==> config.mk <==
export PLATFORM = sky130hd
export DESIGN_NAME = wb_arbiter_n
export DESIGN_NICKNAME = d
export VERILOG_FILES = /design/src/rtl/wb_arbiter_n.sv
export SDC_FILE = /design/constraint.sdc
export NUM_CORES = 1
export LEC_CHECK = 0
export CAP_MARGIN = 10
export CORE_AREA = 2 2 210 212
export CTS_CLUSTER_SIZE = 28
export DETAILED_ROUTE_END_ITERATION = 12
export DIE_AREA = 0 0 212 214
export HOLD_SLACK_MARGIN = 0.08
export PLACE_DENSITY = 0.46
export SKIP_LAST_GASP = 1
export SLEW_MARGIN = 15
export SYNTH_ARGS = -nofsm -noshare
export SYNTH_HDL_FRONTEND = slang
export SYNTH_SLANG_ARGS = --single-unit
==> constraint.sdc <==
create_clock -name clk -period 2.1 [get_ports clk]
set_input_delay 0.315 -clock clk [delete_from_list [all_inputs] [get_ports clk]]
set_output_delay 0.315 -clock clk [all_outputs]
set_load 0.02 [all_outputs]
==> src/rtl/wb_arbiter_n.sv <==
// N-master to 1-slave Wishbone classic arbiter with registered
// fixed-priority / round-robin grant and an optional bus watchdog.
module wb_arbiter_n #(
  parameter int PORTS        = 4,
  parameter int DATA_WIDTH   = 32,
  parameter int ADDR_WIDTH   = 32,
  parameter int SELECT_WIDTH = DATA_WIDTH/8,
  parameter     ARB_TYPE     = "PRIORITY",
  parameter     LSB_PRIORITY = "HIGH",
  parameter int TIMEOUT      = 0
) (
  input  logic                          clk,
  input  logic                          rst,
  input  logic [PORTS*ADDR_WIDTH-1:0]   wbm_adr_i,
  input  logic [PORTS*DATA_WIDTH-1:0]   wbm_dat_i,
  output logic [PORTS*DATA_WIDTH-1:0]   wbm_dat_o,
  input  logic [PORTS-1:0]              wbm_we_i,
  input  logic [PORTS*SELECT_WIDTH-1:0] wbm_sel_i,
  input  logic [PORTS-1:0]              wbm_stb_i,
  input  logic [PORTS-1:0]              wbm_cyc_i,
  output logic [PORTS-1:0]              wbm_ack_o,
  output logic [PORTS-1:0]              wbm_err_o,
  output logic [PORTS-1:0]              wbm_rty_o,
  output logic [ADDR_WIDTH-1:0]         wbs_adr_o,
  input  logic [DATA_WIDTH-1:0]         wbs_dat_i,
  output logic [DATA_WIDTH-1:0]         wbs_dat_o,
  output logic                          wbs_we_o,
  output logic [SELECT_WIDTH-1:0]       wbs_sel_o,
  output logic                          wbs_stb_o,
  input  logic                          wbs_ack_i,
  input  logic                          wbs_err_i,
  input  logic                          wbs_rty_i,
  output logic                          wbs_cyc_o,
  output logic [PORTS-1:0]              grant_o,
  output logic                          grant_valid_o,
  output logic [$clog2(PORTS)-1:0]      grant_encoded_o,
  output logic                          timeout_o
);

  localparam int IW     = $clog2(PORTS);
  localparam bit RR     = (ARB_TYPE == "ROUND_ROBIN");
  localparam bit LSB_HI = (LSB_PRIORITY == "HIGH");
  localparam bit WD_EN  = (TIMEOUT > 0);
  localparam int CW     = WD_EN ? $clog2(TIMEOUT+1) : 1;
  localparam logic [IW-1:0] LAST_RST = LSB_HI ? IW'(PORTS-1) : '0;

  logic [PORTS-1:0] grant_q, grant_d;
  logic             valid_q, valid_d;
  logic [IW-1:0]    idx_q, idx_d;
  logic [IW-1:0]    last_q, last_d;
  logic [CW-1:0]    cnt_q, cnt_d;

  logic [PORTS-1:0] rr_mask;
  logic [PORTS-1:0] masked;
  logic [IW-1:0]    win;
  logic             own_cyc;
  logic             own_stb;
  logic             rearb;
  logic             resp;
  logic             wd_fire;

  function automatic logic [IW-1:0] fp_pick(input logic [PORTS-1:0] r);
    logic [IW-1:0] p;
    p = '0;
    for (int i = 0; i < PORTS; i++) begin
      if (LSB_HI) begin
        if (r[PORTS-1-i]) p = IW'(PORTS-1-i);
      end else if (r[i]) begin
        p = IW'(i);
      end
    end
    return p;
  endfunction

  // Round-robin masks off everything up to and including the last winner.
  always_comb begin
    rr_mask = '0;
    for (int i = 0; i < PORTS; i++) begin
      rr_mask[i] = LSB_HI ? (i > int'(last_q)) : (i < int'(last_q));
    end
    masked = wbm_cyc_i & rr_mask;
    if (RR && (|masked)) win = fp_pick(masked);
    else                 win = fp_pick(wbm_cyc_i);
  end

  assign own_cyc = |(grant_q & wbm_cyc_i);
  assign own_stb = |(grant_q & wbm_stb_i);
  assign rearb   = !valid_q || !own_cyc;
  assign resp    = wbs_ack_i | wbs_err_i | wbs_rty_i;

  assign wbs_cyc_o = valid_q & own_cyc;
  assign wd_fire   = WD_EN && wbs_cyc_o && own_stb &&
                     (cnt_q == CW'(TIMEOUT));
  assign wbs_stb_o = wbs_cyc_o & own_stb & ~wd_fire;

  always_comb begin
    grant_d = grant_q;
    valid_d = valid_q;
    idx_d   = idx_q;
    last_d  = last_q;
    if (rearb) begin
      grant_d = '0;
      valid_d = 1'b0;
      idx_d   = '0;
      if (|wbm_cyc_i) begin
        grant_d[win] = 1'b1;
        valid_d      = 1'b1;
        idx_d        = win;
        last_d       = win;
      end
    end
    cnt_d = '0;
    if (WD_EN && wbs_cyc_o && own_stb && !resp && !wd_fire) begin
      cnt_d = cnt_q + CW'(1);
    end
  end

  always_ff @(posedge clk) begin
    if (rst) begin
      grant_q <= '0;
      valid_q <= 1'b0;
      idx_q   <= '0;
      last_q  <= LAST_RST;
      cnt_q   <= '0;
    end else begin
      grant_q <= grant_d;
      valid_q <= valid_d;
      idx_q   <= idx_d;
      last_q  <= last_d;
      cnt_q   <= cnt_d;
    end
  end

  always_comb begin
    wbs_adr_o = '0;
    wbs_dat_o = '0;
    wbs_sel_o = '0;
    wbs_we_o  = 1'b0;
    for (int i = 0; i < PORTS; i++) begin
      if (grant_q[i]) begin
        wbs_adr_o = wbm_adr_i[i*ADDR_WIDTH +: ADDR_WIDTH];
        wbs_dat_o = wbm_dat_i[i*DATA_WIDTH +: DATA_WIDTH];
        wbs_sel_o = wbm_sel_i[i*SELECT_WIDTH +: SELECT_WIDTH];
        wbs_we_o  = wbm_we_i[i];
      end
    end
  end

  assign wbm_dat_o = {PORTS{wbs_dat_i}};
  assign wbm_ack_o = grant_q & {PORTS{wbs_ack_i}};
  assign wbm_err_o = grant_q & {PORTS{wbs_err_i | wd_fire}};
  assign wbm_rty_o = grant_q & {PORTS{wbs_rty_i}};

  assign grant_o         = grant_q;
  assign grant_valid_o   = valid_q;
  assign grant_encoded_o = idx_q;
  assign timeout_o       = wd_fire;

endmodule

==> reports/results.env <==
RUN_STATUS='complete, no violations'
CORE_SQ_UM=42900
CRITPATHCAPTURE='wbs_dat_o[25]'
CP.REQUIRED_NS=1.78
PLACED_CELLS=1356
POST_DRT_WL_PER_CELL_UM=14.1
CTS_MAX_PATH_BUFFERS=2
FINAL-SETUP-VIOL-COUNT=0
HOLD_VIOLATIONS=0
ANTENNA_FOUND_INITIAL=0
NETLIST_INSTANCES=505
DIE_WIDTH_UM=212
INITIAL_CORE_UTIL_PCT=8.39
DRT-PASS1-ITER-COUNT=4
TIMING.MAX_CAP.VIOLATIONS=0
WORST-ENDPOINT-ARRIVAL_NS=1.76
POSTLAYOUTCOREUTIL_PCT=17.2
CRITICAL_PATH_PEAK_FANOUT=28
CRITPATHBUFINV=3
SYNTH_AREA_SQ_UM=3600
SYNTH-SEQ-AREA-SHARE_PCT=3.89
DP_HPWL_MM=16.3
SYNTHESIZED_NETS=826
DRV_SLEW=0
NNETSFINAL=1097
WORSTREG2REGSTART='grant_o[1]'
CRITPATHLAUNCH='grant_o[0]'
END_KIND='primary output'
CLOCK_TREE_FROM_TRITONCTS='done'
DIE_AREA_SQ_UM=45400
ANT_NETS=0
CRIT_CHAIN='nor2b_4 > buf_12 > buf_4 > a221oi_1 > o31ai_1 > clkdlybuf4s15_2'
GR-TOTAL-OVERFLOW=0
MOSTFREQUENTLAYOUTCELL='sky130_fd_sc_hd__clkdlybuf4s50_1'
AVERAGE_INSTANCE_AREA_AFTER_SYNTHESIS_SQ_UM=7.13
NUMBER_OF_WARNING_MESSAGES_IN_THE_YOSYS_LOG=0
HOLDWS_NS=0.486
GRT_USE_TOTAL_PCT=7.81
WORST_REG2REG_PATH_DEPTH=7
LAYOUT_COMMON_CELLS='sky130_fd_sc_hd__clkdlybuf4s50_1 (300), sky130_fd_sc_hd__nand2_1 (72), sky130_fd_sc_hd__nor2b_1 (70)'
RRSETUPSLACK_NS=0.57
PORT_BUFFERS=378
LAYOUT_WORST_PATH_CYCLE_SHARE_PCT=99.0
DIE-HEIGHT_UM=214
ROUTED_WL_MM=19.2
STATIC-LEAKAGE-POWER_uW=0.00271
GRT_PASS1_VIAS=4768
CTS_ROOT_BUF='sky130_fd_sc_hd__clkbuf_16'
DIODES=0
SYNTH_TOP_CELL_AREA_SHARE_PCT=28.2
CRITICALPATHCATEGORY='reg -> out'
NUMCTSBUFFERS=3
CTS.HTREE.LEVELS=1
GRT_FIRST_PASS_WIRELENGTH_MM=27.9
FINISH.CELL_COUNT_WITHOUT_FILLERS=1360
HOLDBUFCOUNTCTS=0
SYNTH_SEQ_CELLS=7
CLOCK_LATENCY_NS=0.24
GP_CONGESTION=0.816
CP.DEPTH=6
NETLIST_TOP_CELLS_AREA='sky130_fd_sc_hd__buf_4 (28%), sky130_fd_sc_hd__a221oi_1 (14%), sky130_fd_sc_hd__o31ai_1 (12%)'
FIRST_ITER_VIOLATIONS=124
DRCVIOLATIONCOUNT=0
FMAX_MHz=481
FILLER_CELL_COUNT=4878
WORST_CLOCK_SKEW_NS=0.00304
SYNTH_EDF_COUNT=0
DRIVE_GT1_SHARE_PCT=18.3
CLK_PIN_SLEW_NS=0.04
STD_CELL_ROWS=76
TIMING.FINAL.CRIT_PERIOD_NS=2.08
SYNTH_TOP_FLOP_CELL='sky130_fd_sc_hd__dfxtp_1'
CRITICAL_PATH.TOP_DELAY_FAMILY='buffers and inverters'
POWERDENSITY_nW_PER_UM2=259
PEAKVDDDROP_V=0.000186
POSTCTSSETUPREPAIRBUFS=0
RSZ0062_AT_GRT='true'
FINAL_TOTAL_POWER_uW=1910
LAYOUT-AREA-OVERHEAD-VS-SYNTH_PCT=105
SYNTH_CELL_TYPES=28
SYNTH_AREA_LEADER_CELL='sky130_fd_sc_hd__buf_4'
LARGEST_NET_DEGREE_AT_THE_START_OF_GLOBAL_ROUTING=46
TIMING.RR.END='grant_encoded_o[0]'
SLOWEST_DELAY_NS=0.32
CRIT_SLOWEST_CELL='sky130_fd_sc_hd__dfxtp_1'
START_KIND='register'
VIAS=4595
NUMBER_OF_VIAS_PER_CELL=3.38
HOLD_PATH_CLASS='reg -> reg'
SYNTHARSTFLOPSHARE_PCT=0
CTS.SINK_COUNT=7
IO_PINS=540
-- cell usage after synthesis, types with 2 or more instances --
cell and n:
sky130_fd_sc_hd__buf_4 135, sky130_fd_sc_hd__clkbuf_1 22, sky130_fd_sc_hd__and2_1 12, sky130_fd_sc_hd__nand2_1 72
sky130_fd_sc_hd__o21ai_0 2, sky130_fd_sc_hd__o31ai_1 59, sky130_fd_sc_hd__a22o_1 2, sky130_fd_sc_hd__o31ai_2 10
sky130_fd_sc_hd__mux2i_1 6, sky130_fd_sc_hd__a221oi_1 59, sky130_fd_sc_hd__a221oi_2 10, sky130_fd_sc_hd__buf_2 18
sky130_fd_sc_hd__a22oi_1 2, sky130_fd_sc_hd__nand2b_1 6, sky130_fd_sc_hd__dfxtp_1 7, sky130_fd_sc_hd__nor2b_1 70
sky130_fd_sc_hd__nor2_1 2
-- final cells by class --
type	count	area, sq um	area share (%)
Timing Repair Buffer	444	4170	56.5
Multi-Input combinational cell	319	2250	30.4
Tap cell	585	732	9.91
Sequential cell	7	151	2.05
Clock buffer	4	78.8	1.07
Inverter	1	3.75	0.0508
-- repair_timing --
item / 4_1_cts / 5_1_grt
cloned: 0 / 0
pin swaps: 0 / 3
resized for setup: 131 / 88
endpoints found under the setup margin: 73 / 58
-- power breakdown --
group,internal (uW),total (uW),leakage [uW],switching [uW]
Sequential,138,145,0.0000599,7.04
Clock,253,331,0.0000382,78.2
Combinational,846,1440,0.00262,591
-- worst reg2reg max path: stages (launching register included) --
cell                      delay, ns
sky130_fd_sc_hd__dfxtp_4       0.35
sky130_fd_sc_hd__buf_4         0.15
sky130_fd_sc_hd__buf_4         0.17
sky130_fd_sc_hd__a22o_1        0.23
sky130_fd_sc_hd__o21ai_4       0.20
sky130_fd_sc_hd__inv_2         0.06
sky130_fd_sc_hd__buf_4         0.15
sky130_fd_sc_hd__mux2i_1       0.11
-- cells by family after synthesis --
group | count (synthesis) | share of synthesized area [%]
and+or+nand+nor | 166 | 23.9
AOI/OAI and AO/OA | 146 | 36.1
muxes | 6 | 1.67
buffers and inverters | 179 | 34.3
DFF | 7 | 3.89
other | 1 | 0.104
-- metrics by stage --
stage	setup TNS [ns]	instance area [sq um]	worst slack (ns)
floorplan	0	3600	0.133
detailed placement	-2.36	7490	-0.433
global route	-0.170	7380	-0.0560
global placement	-2.15	7490	-0.423
finish	0	7380	0.0210
CTS	-0.0584	7540	-0.0584
-- sequential cells by signal (all words and copies together), names as in the netlist --
register / cells
grant_encoded_o: 2
grant_valid_o: 1
grant_o: 4
-- per-layer routing --
layer  share of wire (%)  global-route usage, %  up-vias  routed length (um)
li1                    -                      -     2245                   -
met1                  39                   8.75     2077                7580
met2                  50                   14.5      236                9680
met3                 8.3                   2.11       37                1600
met4                 1.9                   1.76        0                 357
met5                   0                      0        -                   0
-- worst min-delay path by stage --
| stage | start | endpoint | slack [ns] | cells past startpoint |
|---|---|---|---|---|
| after floorplan | wbm_cyc_i[2] | grant_valid_o | 0.44 | 2 |
| after global placement | grant_encoded_o[0] | grant_encoded_o[0] | 0.47 | 2 |
| after detailed placement | grant_encoded_o[0] | grant_encoded_o[0] | 0.48 | 2 |
| after CTS | grant_encoded_o[0] | grant_encoded_o[0] | 0.49 | 2 |
| after global routing | grant_encoded_o[0] | grant_encoded_o[0] | 0.50 | 2 |
| final | grant_encoded_o[0] | grant_encoded_o[0] | 0.49 | 2 |
Power figures use the tool's default switching activity.
